[src/rtl/sigma_mem_ctl.sv]
// Handshaked, byte-lane main memory bank for the Sigma CPU with programmable wait states.
// Define MEM_PARITY_EN to store and check one odd-parity bit per byte lane.
module sigma_mem_ctl #(
   parameter int    ADDR_WIDTH  = 17,
   parameter int    LANES       = 4,
   parameter int    DEPTH       = 128,
   parameter int    WAIT_STATES = 0,
   parameter string INIT_FILE   = ""
) (
   input  logic                       clock,
   input  logic                       reset,
   input  logic                       req,
   input  logic                       wr,
   input  logic [32-ADDR_WIDTH:31]    address,
   input  logic [0:LANES-1]           write_en,
   input  logic [0:8*LANES-1]         data_in,
   output logic                       busy,
   output logic                       ready,
   output logic [0:8*LANES-1]         data_out,
   output logic                       error
);

   localparam int DATA_W = 8 * LANES;
   localparam int IDX_W  = (DEPTH > 1) ? $clog2(DEPTH) : 1;

   localparam logic [1:0] S_IDLE = 2'd0;
   localparam logic [1:0] S_WAIT = 2'd1;
   localparam logic [1:0] S_RESP = 2'd2;

   localparam logic [3:0] CNT_LOAD = (WAIT_STATES > 0) ? 4'(WAIT_STATES - 1) : 4'd0;

   logic [1:0]            state;
   logic [3:0]            cnt;
   logic                  err_q;

   logic                  wr_p0;
   logic [ADDR_WIDTH-1:0] addr_p0;
   logic [0:LANES-1]      we_p0;
   logic [0:DATA_W-1]     din_p0;

   logic                  cm_wr;
   logic [ADDR_WIDTH-1:0] cm_addr;
   logic [0:LANES-1]      cm_we;
   logic [0:DATA_W-1]     cm_din;

   logic                  accept;
   logic                  commit;
   logic                  in_range;
   logic [IDX_W-1:0]      idx;
   logic [0:DATA_W-1]     rd_word;
   logic                  par_bad;

   logic [0:DATA_W-1]     mem [DEPTH];

   function automatic logic [0:LANES-1] odd_par(input logic [0:DATA_W-1] w);
      logic [0:LANES-1] p;
      for (int i = 0; i < LANES; i++) p[i] = ~^w[8*i +: 8];
      return p;
   endfunction

   assign accept = req && (state != S_WAIT);
   assign commit = (accept && (WAIT_STATES == 0)) || ((state == S_WAIT) && (cnt == 4'd0));

   // With zero wait states the commit edge is also the accept edge, so operands come straight from the ports.
   always_comb begin
      cm_wr   = wr_p0;
      cm_addr = addr_p0;
      cm_we   = we_p0;
      cm_din  = din_p0;
      if (accept) begin
         cm_wr   = wr;
         cm_addr = address;
         cm_we   = write_en;
         cm_din  = data_in;
      end
   end

   assign in_range = {1'b0, cm_addr} < (ADDR_WIDTH + 1)'(DEPTH);
   assign idx      = cm_addr[IDX_W-1:0];
   assign rd_word  = mem[idx];

`ifdef MEM_PARITY_EN
   logic [0:LANES-1] par [DEPTH];

   assign par_bad = |(par[idx] ^ odd_par(rd_word));

   always_ff @(posedge clock) begin
      if (reset && commit && cm_wr && in_range) begin
         for (int i = 0; i < LANES; i++)
            if (cm_we[i]) par[idx][i] <= ~^cm_din[8*i +: 8];
      end
   end
`else
   assign par_bad = 1'b0;
`endif

   // Storage survives reset; only an access committing outside reset may touch it.
   always_ff @(posedge clock) begin
      if (reset && commit && cm_wr && in_range) begin
         for (int i = 0; i < LANES; i++)
            if (cm_we[i]) mem[idx][8*i +: 8] <= cm_din[8*i +: 8];
      end
   end

   always_ff @(posedge clock) begin
      if (accept) begin
         wr_p0   <= wr;
         addr_p0 <= address;
         we_p0   <= write_en;
         din_p0  <= data_in;
      end
   end

   always_ff @(posedge clock) begin
      if (!reset) begin
         state    <= S_IDLE;
         cnt      <= 4'd0;
         err_q    <= 1'b0;
         data_out <= '0;
      end else begin
         case (state)
            S_WAIT: begin
               if (cnt == 4'd0) state <= S_RESP;
               else             cnt   <= cnt - 4'd1;
            end
            default: begin
               if (req) begin
                  if (WAIT_STATES == 0) begin
                     state <= S_RESP;
                  end else begin
                     state <= S_WAIT;
                     cnt   <= CNT_LOAD;
                  end
               end else begin
                  state <= S_IDLE;
               end
            end
         endcase
         if (commit) begin
            err_q <= !in_range || (!cm_wr && par_bad);
            if (!cm_wr) data_out <= in_range ? rd_word : '0;
         end
      end
   end

   assign busy  = (state == S_WAIT);
   assign ready = (state == S_RESP);
   assign error = (state == S_RESP) && err_q;

endmodule
[config.mk]
export PLATFORM = sky130hd
export DESIGN_NAME = sigma_mem_ctl
export DESIGN_NICKNAME = d
export VERILOG_FILES = /design/src/rtl/sigma_mem_ctl.sv
export SDC_FILE = /design/constraint.sdc
export NUM_CORES = 2
export LEC_CHECK = 0
export BUFFER_PORTS_ARGS = -buffer_cell sky130_fd_sc_hd__buf_2
export CAP_MARGIN = 0
export CORE_MARGIN = 8
export CORE_UTILIZATION = 59
export DETAILED_ROUTE_END_ITERATION = 7
export MAX_ROUTING_LAYER = met4
export PLACE_DENSITY_LB_ADDON = 0.3
export SKIP_LAST_GASP = 1
export SLEW_MARGIN = 20
export SYNTH_ARGS = -nofsm -noshare
export SYNTH_HDL_FRONTEND = slang
export SYNTH_SLANG_ARGS = --single-unit
[constraint.sdc]
create_clock -name clock -period 3 [get_ports clock]
set_clock_uncertainty 0.15 [all_clocks]
set_input_delay 0.15 -clock clock [delete_from_list [all_inputs] [get_ports clock]]
set_output_delay 0.15 -clock clock [all_outputs]
set_load 0.005 [all_outputs]
==> run metrics <==
Post-synth EDFFs 4,096; VDD IR-drop max slightly above 0.0007 V; CTS buffer count around 420; CTS tree done; Core ar. 0.259 sq mm; slew margin rel. 27.4%; total gr overflow 0; Initial Utilization 59.2%; setup TNS -5.25 ns; CP Capture Type flop; syn nets 9,226; WHS Path Cells 2; leakage power 61.7 nW; IO Count 92; DRC errors left 0; CP startpoint kind flop; Vias/cell 6.82; Hold Path Sink din_p0[23]; register area share after synthesis just over 80%; fin crit share 106%; H-tree levels 5; final setup vio count between 100 and 150; Total Nets Final roughly 11k; Max Cap Viol 0; num rows 187; Root Buffer clkbuf_16; die area ~0.28 sq mm; worst-path maximum fanout 24; reg2reg end data_out[12]; hold crit path type in -> reg; fin crit period 3.17 ns; CP Cell Sequence buf_6 > mux2i_4 > buf_12 > buf_12 > inv_8 > bufbuf_16 > nand2_1 > a32oi_2 > a31oi_2 > nor4_4 > buf_4 > o221ai_1 > o21ai_1; Total GRT Usage between 30% and 40%; share of cells above drive strength 1 24.0%; Syn-to-layout area delta 21.9%; Max Freq 315 MHz; Crit path largest cell delay 0.40 ns; post-synth cell types 38; Placed Area 0.170 sq mm; Initial DRT Pass Iterations 7; Post-Syn Instances roughly 9k; number of DRC markers in iteration 0 15.5k; CP arrival 3.92 ns; Final ANT Viol Nets 0; Port Buf Inserts 90; final hold violation count 0; Critical-path top delay cell nor4_4; RePlAce Congestion 0.969; Fill cells 14.8k; die width 526 microns; crit path launch addr_p0[0]; worst path required time around 3.7 ns; WL/cell between 30 and 40 microns; Die Y between 500 and 600 microns; final worst slack -0.172 ns; status finished with violations; vias in the first global route 95.8k; Primary FF master, synth edfxtp_1; Slew Limit Fails 0; Syn Std Cell Area approximately 0.15 sq mm; syn avg cell area ~17 sq um; largest net degree at the start of global routing 130; Worst-Margin Slew 1.09 ns; first-pass GRT wire length approximately 650,000 microns; Reg clk slew, reported paths 0.06 ns; via count 98.9k; final instance area 0.187 sq mm; Power per Cell Area 683 mW/mm^2; FF+latch count, synth between 4k and 5k; failing checks negative setup slack; Crit path top cell by count buf_12; clock sinks 4,173; initial antenna violation count 11; r2r startpoint addr_p0[0]; r2r setup slk -0.17 ns; Overall Power 128 mW; RSZ-0062 raised after global routing yes; final WL 469,000 microns; YS warnings 0; clock latency on the worst-skew pair 0.98 ns; CP Class reg -> reg; Bufs and invs on worst path 6; hpwl dp 298,000 microns; Clock Path Buffers 4; hold_sp data_in[23]; Worst Reg-to-Reg Cells 13; asr flop ratio synth 0%; WHS 0.0753 ns; kind of cell adding the most delay to the critical path buffers and inverters
-- final cells by class --
cell class	instances	area (sq um)	area share (%)
diodes	8	20.0	0.0107
multi-input cells	4346	27500	14.7
inverters	6	48.8	0.0261
repair buffers	1813	17400	9.33
clock inverters	215	1920	1.03
well taps	3402	4260	2.28
repair inverters	3	31.3	0.0167
flip-flops and latches	4173	125000	66.7
clock buffers	532	11100	5.92
-- power by group --
part	switching (mW)	internal (mW)	total, mW
Combinational	8.17	4.31	12.5
Sequential	0.0279	64.9	65.0
Clock	21.3	28.8	50.1
-- how the worst max path moves through the flow --
stage / endpoint / slack [ns] / cells after the start
after floorplan: mem[0][15] / 0.23 / 5
after CTS: data_out[9] / -0.10 / 12
after global routing: mem[8][9] / -0.13 / 10
after global placement: mem[56][28] / -0.54 / 11
final: data_out[12] / -0.17 / 13
after detailed placement: mem[56][28] / -0.58 / 11
-- cells in the mapped netlist (2+ instances only) --
cell	instances	area share, %
buf_2	347	1.1
nand3_1	257	0.84
inv_1	4	0.0098
nor2_1	535	1.3
mux2i_1	134	0.88
o2111ai_1	64	0.37
o22a_1	8	0.046
nor4_1	130	0.53
and2_1	2	0.0082
nand2b_1	6	0.024
o22ai_1	1544	6.3
o2111a_1	32	0.24
buf_1	11	0.027
o21ai_0	2	0.0065
nand2_1	944	2.3
o221ai_1	32	0.18
dfxtp_1	77	1.0
edfxtp_1	4096	80
or2_2	2	0.0082
mux2_2	38	0.28
a32oi_1	128	0.73
clkbuf_1	206	0.50
o41ai_1	288	1.6
buf_4	37	0.18
o21ai_1	32	0.10
buf_6	43	0.32
a31oi_1	128	0.52
a22o_1	32	0.18
-- logic make-up after synthesis --
kind of cell	share of synthesized area, %
other cells	0.00245
flops	81.3
simple gates	5.05
mux	1.18
buf+inv	2.18
compound gates	10.3
-- worst register-to-register path: cells and delay by family, from the launching register on --
family / cells / cell delay, ns
flip-flops: 1 / 0.36
buffers and inverters: 6 / 1.18
AND/OR/NAND/NOR: 2 / 0.50
AO/OA/AOI/OAI: 4 / 0.82
multiplexers: 1 / 0.08
-- per-layer routing --
metal / global-route usage (%) / share of wire [%] / vias to the layer above
met4: 19.9 / 8.1 / 0
met5: - / 0 / -
met2: 50.8 / 46 / 7599
met3: 6.46 / 12 / 1591
li1: - / - / 40700
met1: 41.4 / 33 / 49000
-- cell usage in the layout (no fill, tap or decap), types with 51 or more instances in the layout --
| cell | count |
|---|---|
| dlygate4sd3_1 | 63 |
| clkinv_2 | 81 |
| buf_12 | 232 |
| mux2i_1 | 125 |
| o22ai_1 | 1534 |
| a31oi_1 | 98 |
| nor4_1 | 83 |
| nand3_1 | 257 |
| buf_4 | 1363 |
| clkbuf_1 | 101 |
| o41ai_1 | 201 |
| o2111ai_1 | 51 |
| nor2_1 | 521 |
| o41ai_2 | 86 |
| edfxtp_1 | 4096 |
| nand2_1 | 933 |
| dfxtp_1 | 74 |
| clkbuf_16 | 440 |
| buf_2 | 89 |
| clkinv_1 | 75 |
| a32oi_1 | 95 |
-- state kept, by name, summed over array words and instances, names as in the netlist --
signal	cells
addr_p0	7
data_out	32
din_p0	32
err_q	1
mem	4096
state	1
we_p0	4
-- metrics by stage --
stage                     instances  setup WS (ns)  utilization, %
final                         14500         -0.172            72.1
after global routing          14500         -0.134            72.1
after CTS                     14400         -0.104            71.1
after detailed placement      13600         -0.578            65.5
after global placement        13600         -0.544            65.5
after floorplan                9169          0.233               -
-- what timing repair did --
item                                   4_1_cts  5_1_grt
cloned                                       9       22
setup endpoints to repair                   78      328
endpoints found under the hold margin     1875        0
hold buffers                                63        0
resized for setup                           89      245
pin swaps                                    9      102
setup buffers                               12       65
Note: power is estimated with default switching activity, not from simulation.
